[src/rtl/bcd_serial_add_ctrl.sv]
// bcd_serial_add_ctrl: digit-serial packed-BCD adder. One 4-bit binary add stage
// plus a +6 decimal correction is reused for every digit.
// Latency: done pulses 2*DIGITS+1 clock edges after the edge that accepts start.
// Backpressure: none. start is only sampled in IDLE; a start seen while busy is dropped.
//
// Ports:
//   clk, rst        clock (rising edge) and asynchronous active-high reset
//   start           request; captures A, B, Cin (and sub) when idle
//   A, B            packed BCD operands, digit 0 in [3:0]
//   Cin             decimal carry-in to digit 0
//   sub             (only with BCD_SUB_EN) 1 = ten's-complement subtract A - B
//   busy            high while an operation is in flight
//   done            one-cycle pulse, Sum/Cout/err valid
//   Sum, Cout, err  result, decimal carry out, sticky invalid-digit flag
//
// Optional feature: define BCD_SUB_EN to add the sub port and subtraction.
module bcd_serial_add_ctrl #(
  parameter int DIGITS = 4
) (
  input  logic                clk,
  input  logic                rst,
  input  logic                start,
  input  logic [4*DIGITS-1:0] A,
  input  logic [4*DIGITS-1:0] B,
  input  logic                Cin,
`ifdef BCD_SUB_EN
  input  logic                sub,
`endif
  output logic                busy,
  output logic                done,
  output logic [4*DIGITS-1:0] Sum,
  output logic                Cout,
  output logic                err
);

  localparam int IW = (DIGITS > 1) ? $clog2(DIGITS) : 1;

  typedef enum logic [1:0] {
    S_IDLE = 2'd0,
    S_ADD  = 2'd1,
    S_CORR = 2'd2,
    S_FIN  = 2'd3
  } state_t;

  state_t              state_q, state_d;
  logic [4*DIGITS-1:0] a_q, a_d;
  logic [4*DIGITS-1:0] b_q, b_d;
  logic [4*DIGITS-1:0] sum_q, sum_d;
  logic [IW-1:0]       idx_q, idx_d;
  logic                carry_q, carry_d;
  logic [4:0]          t_q, t_d;
  logic                done_q, done_d;
  logic                cout_q, cout_d;
  logic                err_q, err_d;
`ifdef BCD_SUB_EN
  logic                sub_q, sub_d;
`endif

  // Digit currently being processed; bit offset is idx*4.
  logic [IW+1:0] bit_off;
  logic [3:0]    a_dig, b_dig, b_eff, cor_dig;

  assign bit_off = {idx_q, 2'b00};
  assign a_dig   = a_q[bit_off +: 4];
  assign b_dig   = b_q[bit_off +: 4];

  // Subtraction feeds the nines' complement of B; err still looks at raw B.
`ifdef BCD_SUB_EN
  assign b_eff = sub_q ? (4'd9 - b_dig) : b_dig;
`else
  assign b_eff = b_dig;
`endif

  always_ff @(posedge clk or posedge rst) begin
    if (rst) begin
      state_q <= S_IDLE;
      a_q     <= '0;
      b_q     <= '0;
      sum_q   <= '0;
      idx_q   <= '0;
      carry_q <= 1'b0;
      t_q     <= '0;
      done_q  <= 1'b0;
      cout_q  <= 1'b0;
      err_q   <= 1'b0;
`ifdef BCD_SUB_EN
      sub_q   <= 1'b0;
`endif
    end else begin
      state_q <= state_d;
      a_q     <= a_d;
      b_q     <= b_d;
      sum_q   <= sum_d;
      idx_q   <= idx_d;
      carry_q <= carry_d;
      t_q     <= t_d;
      done_q  <= done_d;
      cout_q  <= cout_d;
      err_q   <= err_d;
`ifdef BCD_SUB_EN
      sub_q   <= sub_d;
`endif
    end
  end

  always_comb begin
    state_d = state_q;
    a_d     = a_q;
    b_d     = b_q;
    sum_d   = sum_q;
    idx_d   = idx_q;
    carry_d = carry_q;
    t_d     = t_q;
    done_d  = 1'b0;
    cout_d  = cout_q;
    err_d   = err_q;
    cor_dig = t_q[3:0];
`ifdef BCD_SUB_EN
    sub_d   = sub_q;
`endif

    case (state_q)
      S_IDLE: begin
        if (start) begin
          a_d     = A;
          b_d     = B;
          carry_d = Cin;
`ifdef BCD_SUB_EN
          sub_d   = sub;
          // Ten's complement = nines' complement + 1 via the initial carry.
          if (sub) carry_d = 1'b1;
`endif
          sum_d   = '0;
          err_d   = 1'b0;
          idx_d   = '0;
          state_d = S_ADD;
        end
      end

      S_ADD: begin
        t_d = {1'b0, a_dig} + {1'b0, b_eff} + {4'b0000, carry_q};
        if ((a_dig > 4'd9) || (b_dig > 4'd9)) err_d = 1'b1;
        state_d = S_CORR;
      end

      S_CORR: begin
        if (t_q > 5'd9) begin
          cor_dig = t_q[3:0] + 4'd6;  // wraps mod 16 by width
          carry_d = 1'b1;
        end else begin
          cor_dig = t_q[3:0];
          carry_d = 1'b0;
        end
        sum_d[bit_off +: 4] = cor_dig;
        if (idx_q == IW'(DIGITS - 1)) begin
          state_d = S_FIN;
        end else begin
          idx_d   = idx_q + 1'b1;
          state_d = S_ADD;
        end
      end

      S_FIN: begin
        // Registered so done/Cout appear together on the following cycle.
        done_d  = 1'b1;
        cout_d  = carry_q;
        state_d = S_IDLE;
      end

      default: state_d = S_IDLE;
    endcase
  end

  assign busy = (state_q != S_IDLE);
  assign done = done_q;
  assign Sum  = sum_q;
  assign Cout = cout_q;
  assign err  = err_q;

endmodule

[config.mk]
export PLATFORM = sky130hd
export DESIGN_NAME = bcd_serial_add_ctrl
export DESIGN_NICKNAME = d
export VERILOG_FILES = /design/src/rtl/bcd_serial_add_ctrl.sv
export SDC_FILE = /design/constraint.sdc
export NUM_CORES = 1
export LEC_CHECK = 0
export ABC_AREA = 1
export BUFFER_PORTS_ARGS = -buffer_cell sky130_fd_sc_hd__buf_4
export CAP_MARGIN = 30
export CORE_MARGIN = 5
export CORE_UTILIZATION = 50
export DETAILED_ROUTE_END_ITERATION = 10
export PLACE_DENSITY = 0.82
export SETUP_SLACK_MARGIN = 0.3
export SYNTH_ARGS = -nofsm -noshare
export SYNTH_HDL_FRONTEND = slang
export SYNTH_SLANG_ARGS = --single-unit
[constraint.sdc]
create_clock -name clk -period 2.15 [get_ports clk]
set_input_delay 0.1075 -clock clk [delete_from_list [all_inputs] [get_ports clk]]
set_output_delay 0.1075 -clock clk [all_outputs]
set_load 0.005 [all_outputs]
==> flow_summary_export.csv, run 1 <==
group,metric,value,unit
die,die_y,87.87,µm
layout,postLayoutCellArea,0.004129,mm²
sta,hold_viol,0,
logic_synthesis,synth_cell_types,31,
logic_synthesis,synth-xor-area-share,0.5778,%
critical_path,critPathRequiredTime,2.40,ns
sta,period_minus_slack,2.057,ns
placement,dp_hpwl,5024,µm
logic_synthesis,synth_compound_area_share,7.016,%
logic_synthesis,seq_area_frac_synth,50.35,%
layout,nFillCells,475,
cts,path_clk_slew,0.07,ns
route,drcViolationCount,0,
placement,port_buffers,55,
cts,cts_tree,"yes",
global_route,grt_first_pass_wirelength,12320,µm
logic_synthesis,synth_top_area_share,50.35,%
logic_synthesis,synthAdderAreaFrac,5.035,%
placement,gp_congestion,0.8385,
run_status,status,"complete, no violations",
layout,drive_above_1_share,23.96,%
min_path,hold_class,"primary input to flop",
layout,nNetsFinal,522,
run,drv_cap,0,
logic_synthesis,syn_nets,420,
critical_path,worstPathArrival,2.30,ns
cts,cts_max_level,3,
logic_synthesis,synth_area_leader_cell,"dfrtp_1",
sta,finClkSkew,0.006943,ns
logic_synthesis,synth_async_sr_flop_share,100.0,%
cts,cts.sinks,61,
sta,final.period_utilization,95.68,%
logic_synthesis,synth_edf_count,0,
global_route,overflow,0,
global_route,track_usage,20.72,%
sta,fin_tns_setup,0,ns
route,first_pass_iters,5,
sta,worstMarginPinSlew,0.5494,ns
logic_synthesis,synthMuxAreaShare,0,%
route,totalWireLength,7164,µm
sta,slew_headroom,63.32,%
critical_path,critPathKind,"flop to flop",
die,rows,28,
die,die_w,87.87,µm
critical_path,start_kind,"flop",
cts,cts_buffers,9,
die,ios,56,
critical_path,path_max_fanout,5,
global_route,grt_max_degree,37,
logic_synthesis,syn_inst,373,
sta,layout_setup_ws,0.09287,ns
global_route,grt_pass1_vias,2802,
critical_path,cp-end-kind,"flop",
cts,clock_path_buffers,2,
logic_synthesis,synthFlopType,"dfrtp_1",
sta,holdWs,0.1487,ns
layout,mostFrequentLayoutCells,"176 x nand2_1, 67 x buf_4, 60 x dfrtp_1",
sta,setup_violations,0,
die,core-area,0.005921,mm²
layout,layout_commonest_cell,"nand2_1",
layout,syn_to_final_growth,36.19,%
route,ant_nets,0,
logic_synthesis,netlist_top_cells_area,"dfrtp_1 50%, nand2_1 22%, ha_1 3.7%",
logic_synthesis,synth_area,0.003032,mm²
sta,drv_slew,0,
route,vias,2714,
die,start_util,51.20,%
global_route,antenna_found_initial,0,
cts,clk_latency,0.34,ns
sta,fmax,486.1,MHz
logic_synthesis,synth_simple_gate_area_share,29.80,%
die,fp.dieArea,0.007720,mm²
sta,rsz0062_at_grt,"yes",
placement,place_ws,0.02557,ns
power_and_ir_drop,p_leak,2.189,nW
power_and_ir_drop,vdd_drop_max,0.6297,mV
logic_synthesis,synth_top_family_by_area,"simple AND/OR/NAND/NOR gates",
power_and_ir_drop,power_density,1324,mW/mm²
route,drt_iter0_drc,128,
logic_synthesis,syn_area_per_cell,8.128,µm²
cts,ctsRootBufferMaster,"clkbuf_8",
route,viasPerCell,4.890,
placement,dpl_cell_area,0.003547,mm²
route,wl_per_cell,12.91,µm
logic_synthesis,yosysWarnings,0,
layout,diodes,0,
logic_synthesis,synth_seq_cells,61,
## where the power goes
| part | total [W] | internal [W] | switching (W) |
|---|---|---|---|
| logic | 0.00271 | 0.00108 | 0.00162 |
| clock network | 0.000915 | 0.000475 | 0.000440 |
| registers | 0.00185 | 0.00158 | 0.000268 |
## metrics by stage
stage / instances / util [%] / total power, W
2_1_floorplan: 373 / - / 0.003629
3_3_place_gp: 502 / 59.91 / 0.004161
3_5_place_dp: 502 / 59.91 / 0.004287
4_1_cts: 555 / 69.13 / 0.005332
5_1_grt: 555 / 69.74 / 0.005985
6_report: 555 / 69.74 / 0.005468
## synth_stat cells, types with 2 or more instances
library cell / instances
nand2_1: 179
dfrtp_1: 61
inv_1: 29
o21ai_0: 17
nand3_1: 16
nor2_1: 11
ha_1: 9
inv_2: 8
a21oi_1: 4
buf_2: 4
buf_6: 4
o21ai_1: 4
nor2_4: 3
a32o_1: 2
fa_1: 2
nand2_2: 2
nor3_2: 2
o211ai_1: 2
o21ai_2: 2
## sequential cells by signal, summed over array words and instances, names as in the netlist
signal and cells:
done 1, b_q 16, a_q 16, err 1, t_q 5, Cout 1
idx_q 2, carry_q 1, Sum 16, state_q 2
## critical path, stage by stage, from the launching register on
cell and delay [ns]:
dfrtp_2 0.42, buf_4 0.14, a21oi_1 0.06, a32o_2 0.24
fa_2 0.37, fa_2 0.37, nor2_2 0.12, o21ai_0 0.09
a22oi_1 0.15
## what timing repair did
action,in CTS,in global routing
endpoints found under the hold margin,57,0
pin swaps,0,2
setup buffers,4,0
hold buffers,33,0
gates resized for setup,4,9
setup endpoints to repair,4,12
## routing by layer
metal / wire length [µm] / global-route usage (%) / share of wire [%] / up-vias
met5: 0 / 0 / 0 / -
met4: 291 / 11.85 / 4.1 / 0
met3: 447 / 4.610 / 6.2 / 35
li1: - / - / - / 1362
met1: 3011 / 24.05 / 42 / 1227
met2: 3414 / 35.21 / 48 / 90
## area by class of cell
| cell class | count | area (µm²) | share of cell area (%) |
|---|---|---|---|
| inverter | 38 | 145.1 | 3.515 |
| sequential | 61 | 1528 | 37.00 |
| clock inverter | 4 | 22.52 | 0.5455 |
| multi-input combinational | 264 | 1331 | 32.24 |
| timing repair buffer | 101 | 853.3 | 20.67 |
| clock buffer | 12 | 155.1 | 3.758 |
| tap | 75 | 93.84 | 2.273 |
## worst paths after layout
path | cells past startpoint | to | slack, ns | start
max in group asynchronous | 4 | idx_q[0]$_DFFE_PP0P_ | 1.19 | rst
max reg2reg | 8 | t_q[4]$_DFFE_PP0P_ | 0.09 | idx_q[0]$_DFFE_PP0P_
min | 4 | err$_DFFE_PP0P_ | 0.15 | start
min reg2reg | 2 | a_q[11]$_DFFE_PP0P_ | 0.48 | a_q[11]$_DFFE_PP0P_
min in group asynchronous | 3 | Sum[11]$_DFFE_PP0P_ | 0.37 | rst
max | 8 | t_q[4]$_DFFE_PP0P_ | 0.09 | idx_q[0]$_DFFE_PP0P_
## cell families after synthesis
kind of cell               count (synthesis)
and+or+nand+nor                          216
AOI/OAI and AO/OA                         35
adders and majority gates                 11
xor gates and xnor gates                   2
DFF                                       61
buffers and inverters                     48
(Power assumes the default switching activity.)
==> run 2: changes to the inputs <==
Clock period 2.15 ns to 1.8 ns, I/O delays scaled along.
==> flow_summary_export.csv, run 2 (synthesis gave the netlist of run 1 again) <==
group,metric,value,unit
run_status,status,"finished, violations left",
run_status,violations,"setup timing",
cts,cts_buffers,9,
layout,diodes,0,
layout,nFillCells,421,
placement,dp_hpwl,5071,µm
route,drcViolationCount,0,
sta,hold_viol,0,
die,core-area,0.005921,mm²
placement,port_buffers,55,
route,totalWireLength,7867,µm
global_route,grt_pass1_vias,2906,
sta,layout_setup_ws,-0.2063,ns
cts,cts_tree,"yes",
layout,seq_area,0.001529,mm²
critical_path,cp_common_cell,"fa_2",
power_and_ir_drop,vdd_drop_max,0.9447,mV
route,vias,2844,
global_route,grt_first_pass_wirelength,13070,µm
global_route,antenna_found_initial,0,
layout,utilization,73.35,%
critical_path,start_kind,"flop",
sta,worstMarginPinSlew,0.5537,ns
layout,nNetsFinal,532,
cts,clock_path_buffers,2,
sta,period_minus_slack,2.006,ns
sta,finClkSkew,0.009632,ns
global_route,overflow,0,
die,start_util,51.20,%
global_route,track_usage,22.20,%
sta,rsz0062_at_grt,"yes",
critical_path,max_stage_delay,0.46,ns
layout,syn_to_final_growth,43.25,%
run,drv_cap,0,
critical_path,crit_buf_inv,1,
layout,multi_input_area,0.001421,mm²
power_and_ir_drop,p_leak,2.284,nW
min_path,hold_class,"primary input to flop",
route,first_pass_iters,4,
sta,slew_headroom,63.01,%
die,ios,56,
cts,path_clk_slew,0.06,ns
sta,setup_violations,4,
route,drt_iter0_drc,131,
critical_path,cp-end-kind,"flop",
critical_path,critPathKind,"flop to flop",
critical_path,slowest_stage,"dfrtp_2",
sta,fmax,498.4,MHz
critical_path,critPathRequiredTime,2.05,ns
cts,cts_max_level,3,
critical_path,rr_startpoint,"idx_q[0]$_DFFE_PP0P_",
min_path,hold_start,"Cin",
power_and_ir_drop,power_density,1662,mW/mm²
route,wl_per_cell,13.97,µm
power_and_ir_drop,finalPower,0.007219,W
cts,clk_latency,0.34,ns
die,die_w,87.87,µm
critical_path,crit_chain,"inv_4 -> nand2_2 -> a32o_2 -> fa_2 -> fa_2 -> nor2_2 -> o21ai_1 -> a22oi_1",
placement,place_ws,-0.2800,ns
critical_path,path_max_fanout,7,
sta,final.period_utilization,111.5,%
cts,ctsRootBufferMaster,"clkbuf_8",
critical_path,startpoint,"idx_q[0]$_DFFE_PP0P_",
die,rows,28,
layout,drive_above_1_share,31.15,%
placement,gp_congestion,0.8479,
route,ant_nets,0,
layout,mostFrequentLayoutCells,"169 x nand2_1, 70 x buf_4, 59 x dfrtp_1",
critical_path,worstPathArrival,2.26,ns
die,die_y,87.87,µm
global_route,grt_max_degree,30,
sta,holdWs,0.06345,ns
cts,cts.sinks,61,
sta,drv_slew,0,
sta,fin_tns_setup,-0.7016,ns
layout,layout_commonest_cell,"nand2_1",
die,fp.dieArea,0.007720,mm²
route,viasPerCell,5.052,
critical_path,critical_path.top_delay_family,"adder cells",
-- run 2: cell types whose count changed in the layout (fill, tap and decap cells not counted), moves of 4 or more --
cell | previous run | this run
buf_6 | 0 | 6
inv_1 | 28 | 21
nand2_1 | 176 | 169
nand2_2 | 5 | 10
o21ai_0 | 15 | 11
o21ai_2 | 2 | 9
-- run 2: stage by stage --
stage          instance area, µm²  instances
2_1_floorplan                3042        373
3_3_place_gp                 3590        507
3_5_place_dp                 3590        507
4_1_cts                      4263        561
5_1_grt                      4343        563
6_report                     4343        563
-- run 2: worst reg2reg max path: cells and delay by family (launching register included) --
family                   cells  cell delay, ns
adder cells (fa/ha/maj)      2            0.74
AND/OR/NAND/NOR              2            0.16
buffers and inverters        1            0.10
flip-flops                   1            0.46
AO/OA/AOI/OAI                3            0.46
-- run 2: routing by layer --
metal	vias up	global-route usage, %	wire length [µm]
met4	0	11.44	220
met5	-	0	0
met1	1357	24.48	3076
met3	20	4.986	444
li1	1383	-	-
met2	84	39.79	4126
-- run 2: path summary, 6_finish.rpt --
path                                       end  slack (ns)  depth (start not counted)
min in group asynchronous   Sum[1]$_DFFE_PP0P_        0.36                          3
min                        carry_q$_DFFE_PP0P_        0.06                          3
max                         t_q[4]$_DFFE_PP0P_       -0.21                          8
max reg2reg                 t_q[4]$_DFFE_PP0P_       -0.21                          8
min reg2reg                a_q[11]$_DFFE_PP0P_        0.48                          2
max in group asynchronous  a_q[14]$_DFFE_PP0P_        0.79                          4
-- run 2: report_power, final --
| group | internal [W] | switching (W) |
|---|---|---|
| combinational | 0.00165 | 0.00221 |
| sequential | 0.00189 | 0.000323 |
| clock | 0.000661 | 0.000495 |
-- run 2: layout make-up --
type / count / area share (%)
sequential: 61 / 35.21
inverter: 38 / 3.572
clock inverter: 2 / 0.8067
tap: 75 / 2.161
multi-input combinational: 264 / 32.73
timing repair buffer: 111 / 22.18
clock buffer: 12 / 3.342
-- run 2: timing repair --
action | 4_1_cts | 5_1_grt
pin swaps | 18 | 12
buffers inserted | 7 | 2
gates cloned | 0 | 0
endpoints found under the hold margin | 55 | 0
setup endpoints to repair | 23 | 26
resized for setup | 31 | 26
hold buffers | 33 | 0
==> run 3: changes to the inputs <==
Settings changed: CORE_UTILIZATION 50 to 55, PLACE_DENSITY 0.82 to 0.85.
Clock period 1.8 ns to 2.2 ns, I/O delays scaled along.
==> flow_summary_export.csv, run 3 (synthesis gave the netlist of run 1 again) <==
group,metric,value,unit
run_status,status,"finished, violations left",
run_status,violations,"hold timing",
cts,cts_buffers,9,
min_path,min_to,"a_q[12]$_DFFE_PP0P_",
route,vias,2789,
sta,rsz0062_at_grt,"yes",
critical_path,reg2reg_to,"t_q[2]$_DFFE_PP0P_",
critical_path,critPathRequiredTime,2.41,ns
sta,slew_headroom,52.93,%
power_and_ir_drop,power_density,1317,mW/mm²
sta,finClkSkew,0.007575,ns
die,ios,56,
global_route,grt_first_pass_wirelength,12480,µm
layout,nFillCells,376,
critical_path,rrSetupSlack,0.17,ns
power_and_ir_drop,p_leak,2.182,nW
critical_path,cp-end-kind,"flop",
layout,layout_commonest_cell,"nand2_1",
run,drv_cap,0,
layout,mostFrequentLayoutCells,"175 x nand2_1, 67 x buf_4, 60 x dfrtp_1",
sta,drv_slew,0,
layout,drive_above_1_share,24.16,%
placement,port_buffers,55,
sta,period_minus_slack,2.028,ns
route,first_pass_iters,4,
sta,holdWs,-0.0007197,ns
min_path,hold_start,"A[12]",
die,core-area,0.005439,mm²
cts,clk_latency,0.34,ns
cts,path_clk_slew,0.06,ns
critical_path,critPathKind,"flop to flop",
cts,cts_tree,"yes",
critical_path,rr_startpoint,"idx_q[0]$_DFFE_PP0P_",
die,fp.dieArea,0.007097,mm²
die,rows,27,
sta,hold_viol,1,
cts,ctsRootBufferMaster,"clkbuf_8",
critical_path,crit_chain,"inv_4 -> nand2_1 -> a32o_2 -> fa_2 -> fa_2 -> nor2_4 -> nor2_1 -> nand2_1 -> o21ai_0",
critical_path,worstPathArrival,2.24,ns
die,die_y,84.25,µm
placement,dp_cells,500,
layout,diodes,0,
critical_path,start_kind,"flop",
sta,fin_tns_setup,0,ns
cts,cts.sinks,61,
global_route,antenna_found_initial,0,
die,start_util,55.74,%
route,drcViolationCount,0,
layout,nNetsFinal,520,
power_and_ir_drop,vdd_drop_max,0.8299,mV
sta,fmax,493.1,MHz
global_route,grt_pass1_vias,2833,
sta,layout_setup_ws,0.1722,ns
cts,cts_max_level,3,
min_path,hold_class,"primary input to flop",
critical_path,slowest_stage,"dfrtp_2",
route,ant_nets,0,
critical_path,r2r_cells,9,
placement,place_ws,0.1155,ns
global_route,track_usage,21.99,%
min_path,holdPathStages,3,
critical_path,max_stage_delay,0.46,ns
route,drt_iter0_drc,129,
layout,syn_to_final_growth,35.20,%
critical_path,path_max_fanout,7,
placement,dp_hpwl,5091,µm
die,die_w,84.25,µm
route,viasPerCell,5.089,
cts,clock_path_buffers,2,
sta,worstMarginPinSlew,0.7051,ns
sta,setup_violations,0,
route,wl_per_cell,13.53,µm
layout,layout.cells.non_filler,548,
placement,gp_congestion,0.8759,
global_route,overflow,0,
sta,final.period_utilization,92.17,%
route,totalWireLength,7416,µm
global_route,grt_max_degree,36,
## run 3: cell types whose count changed in the layout (fill, tap and decap cells not counted), moves of 4 or more
cell,change
buf_6,-5
inv_1,+7
inv_2,-4
nand2_1,+6
nand2_2,-4
o21ai_0,+4
o21ai_2,-7
## run 3: how the worst max path moves through the flow
| stage | startpoint | endpoint | slack (ns) |
|---|---|---|---|
| after CTS | idx_q[0]$_DFFE_PP0P_ | t_q[2]$_DFFE_PP0P_ | 0.20 |
| after floorplan | idx_q[0]$_DFFE_PP0P_ | t_q[4]$_DFFE_PP0P_ | 0.14 |
| after detailed placement | idx_q[0]$_DFFE_PP0P_ | t_q[2]$_DFFE_PP0P_ | 0.12 |
| after global routing | idx_q[0]$_DFFE_PP0P_ | t_q[2]$_DFFE_PP0P_ | 0.07 |
| final | idx_q[0]$_DFFE_PP0P_ | t_q[2]$_DFFE_PP0P_ | 0.17 |
| after global placement | idx_q[0]$_DFFE_PP0P_ | t_q[2]$_DFFE_PP0P_ | 0.18 |
## run 3: final cells by class
cell class	count	area (µm²)	share of cell area [%]
clock buffers	13	178.9	4.365
clock inverters	1	5.005	0.1221
inverters	38	147.6	3.602
multi-input cells	264	1325	32.33
flip-flops and latches	61	1528	37.27
well taps	72	90.09	2.198
repair buffers	99	824.5	20.12
## run 3: what timing repair did
action / 4_1_cts / 5_1_grt
gates resized for setup: 3 / 12
endpoints found under the hold margin: 63 / 0
setup buffers: 2 / 1
hold buffers: 31 / 0
setup endpoints to repair: 4 / 8
pin swaps: 0 / 3
## run 3: critical path: cells and delay by family, from the launching register on
| family | cells | cell delay, ns |
|---|---|---|
| adders and majority gates | 2 | 0.75 |
| DFF | 1 | 0.46 |
| AOI/OAI and AO/OA | 2 | 0.32 |
| and+or+nand+nor | 4 | 0.27 |
| buffers and inverters | 1 | 0.10 |
## run 3: metal layers
| metal | GRT usage, % | routed length (µm) |
|---|---|---|
| met5 | 0 | 0 |
| met3 | 5.103 | 452 |
| met1 | 24.97 | 2935 |
| met4 | 9.795 | 212 |
| met2 | 39.24 | 3816 |
## run 3: power by group
group          total (W)  switching [W]  internal (W)  leakage, nW
Sequential       0.00183       0.000287       0.00154        0.780
Clock           0.000917       0.000400      0.000517       0.0974
Combinational    0.00265        0.00160       0.00105         1.31
Total            0.00540        0.00229       0.00311         2.18
## run 3: stage by stage
| step | utilization [%] | area [µm²] | power [W] |
|---|---|---|---|
| finish | 75.36 | 4099 | 0.005399 |
| CTS | 74.53 | 4054 | 0.005221 |
| global route | 75.36 | 4099 | 0.005845 |
| floorplan | - | 3037 | 0.003546 |
| detailed placement | 65.06 | 3538 | 0.004195 |
| global placement | 65.06 | 3538 | 0.004052 |
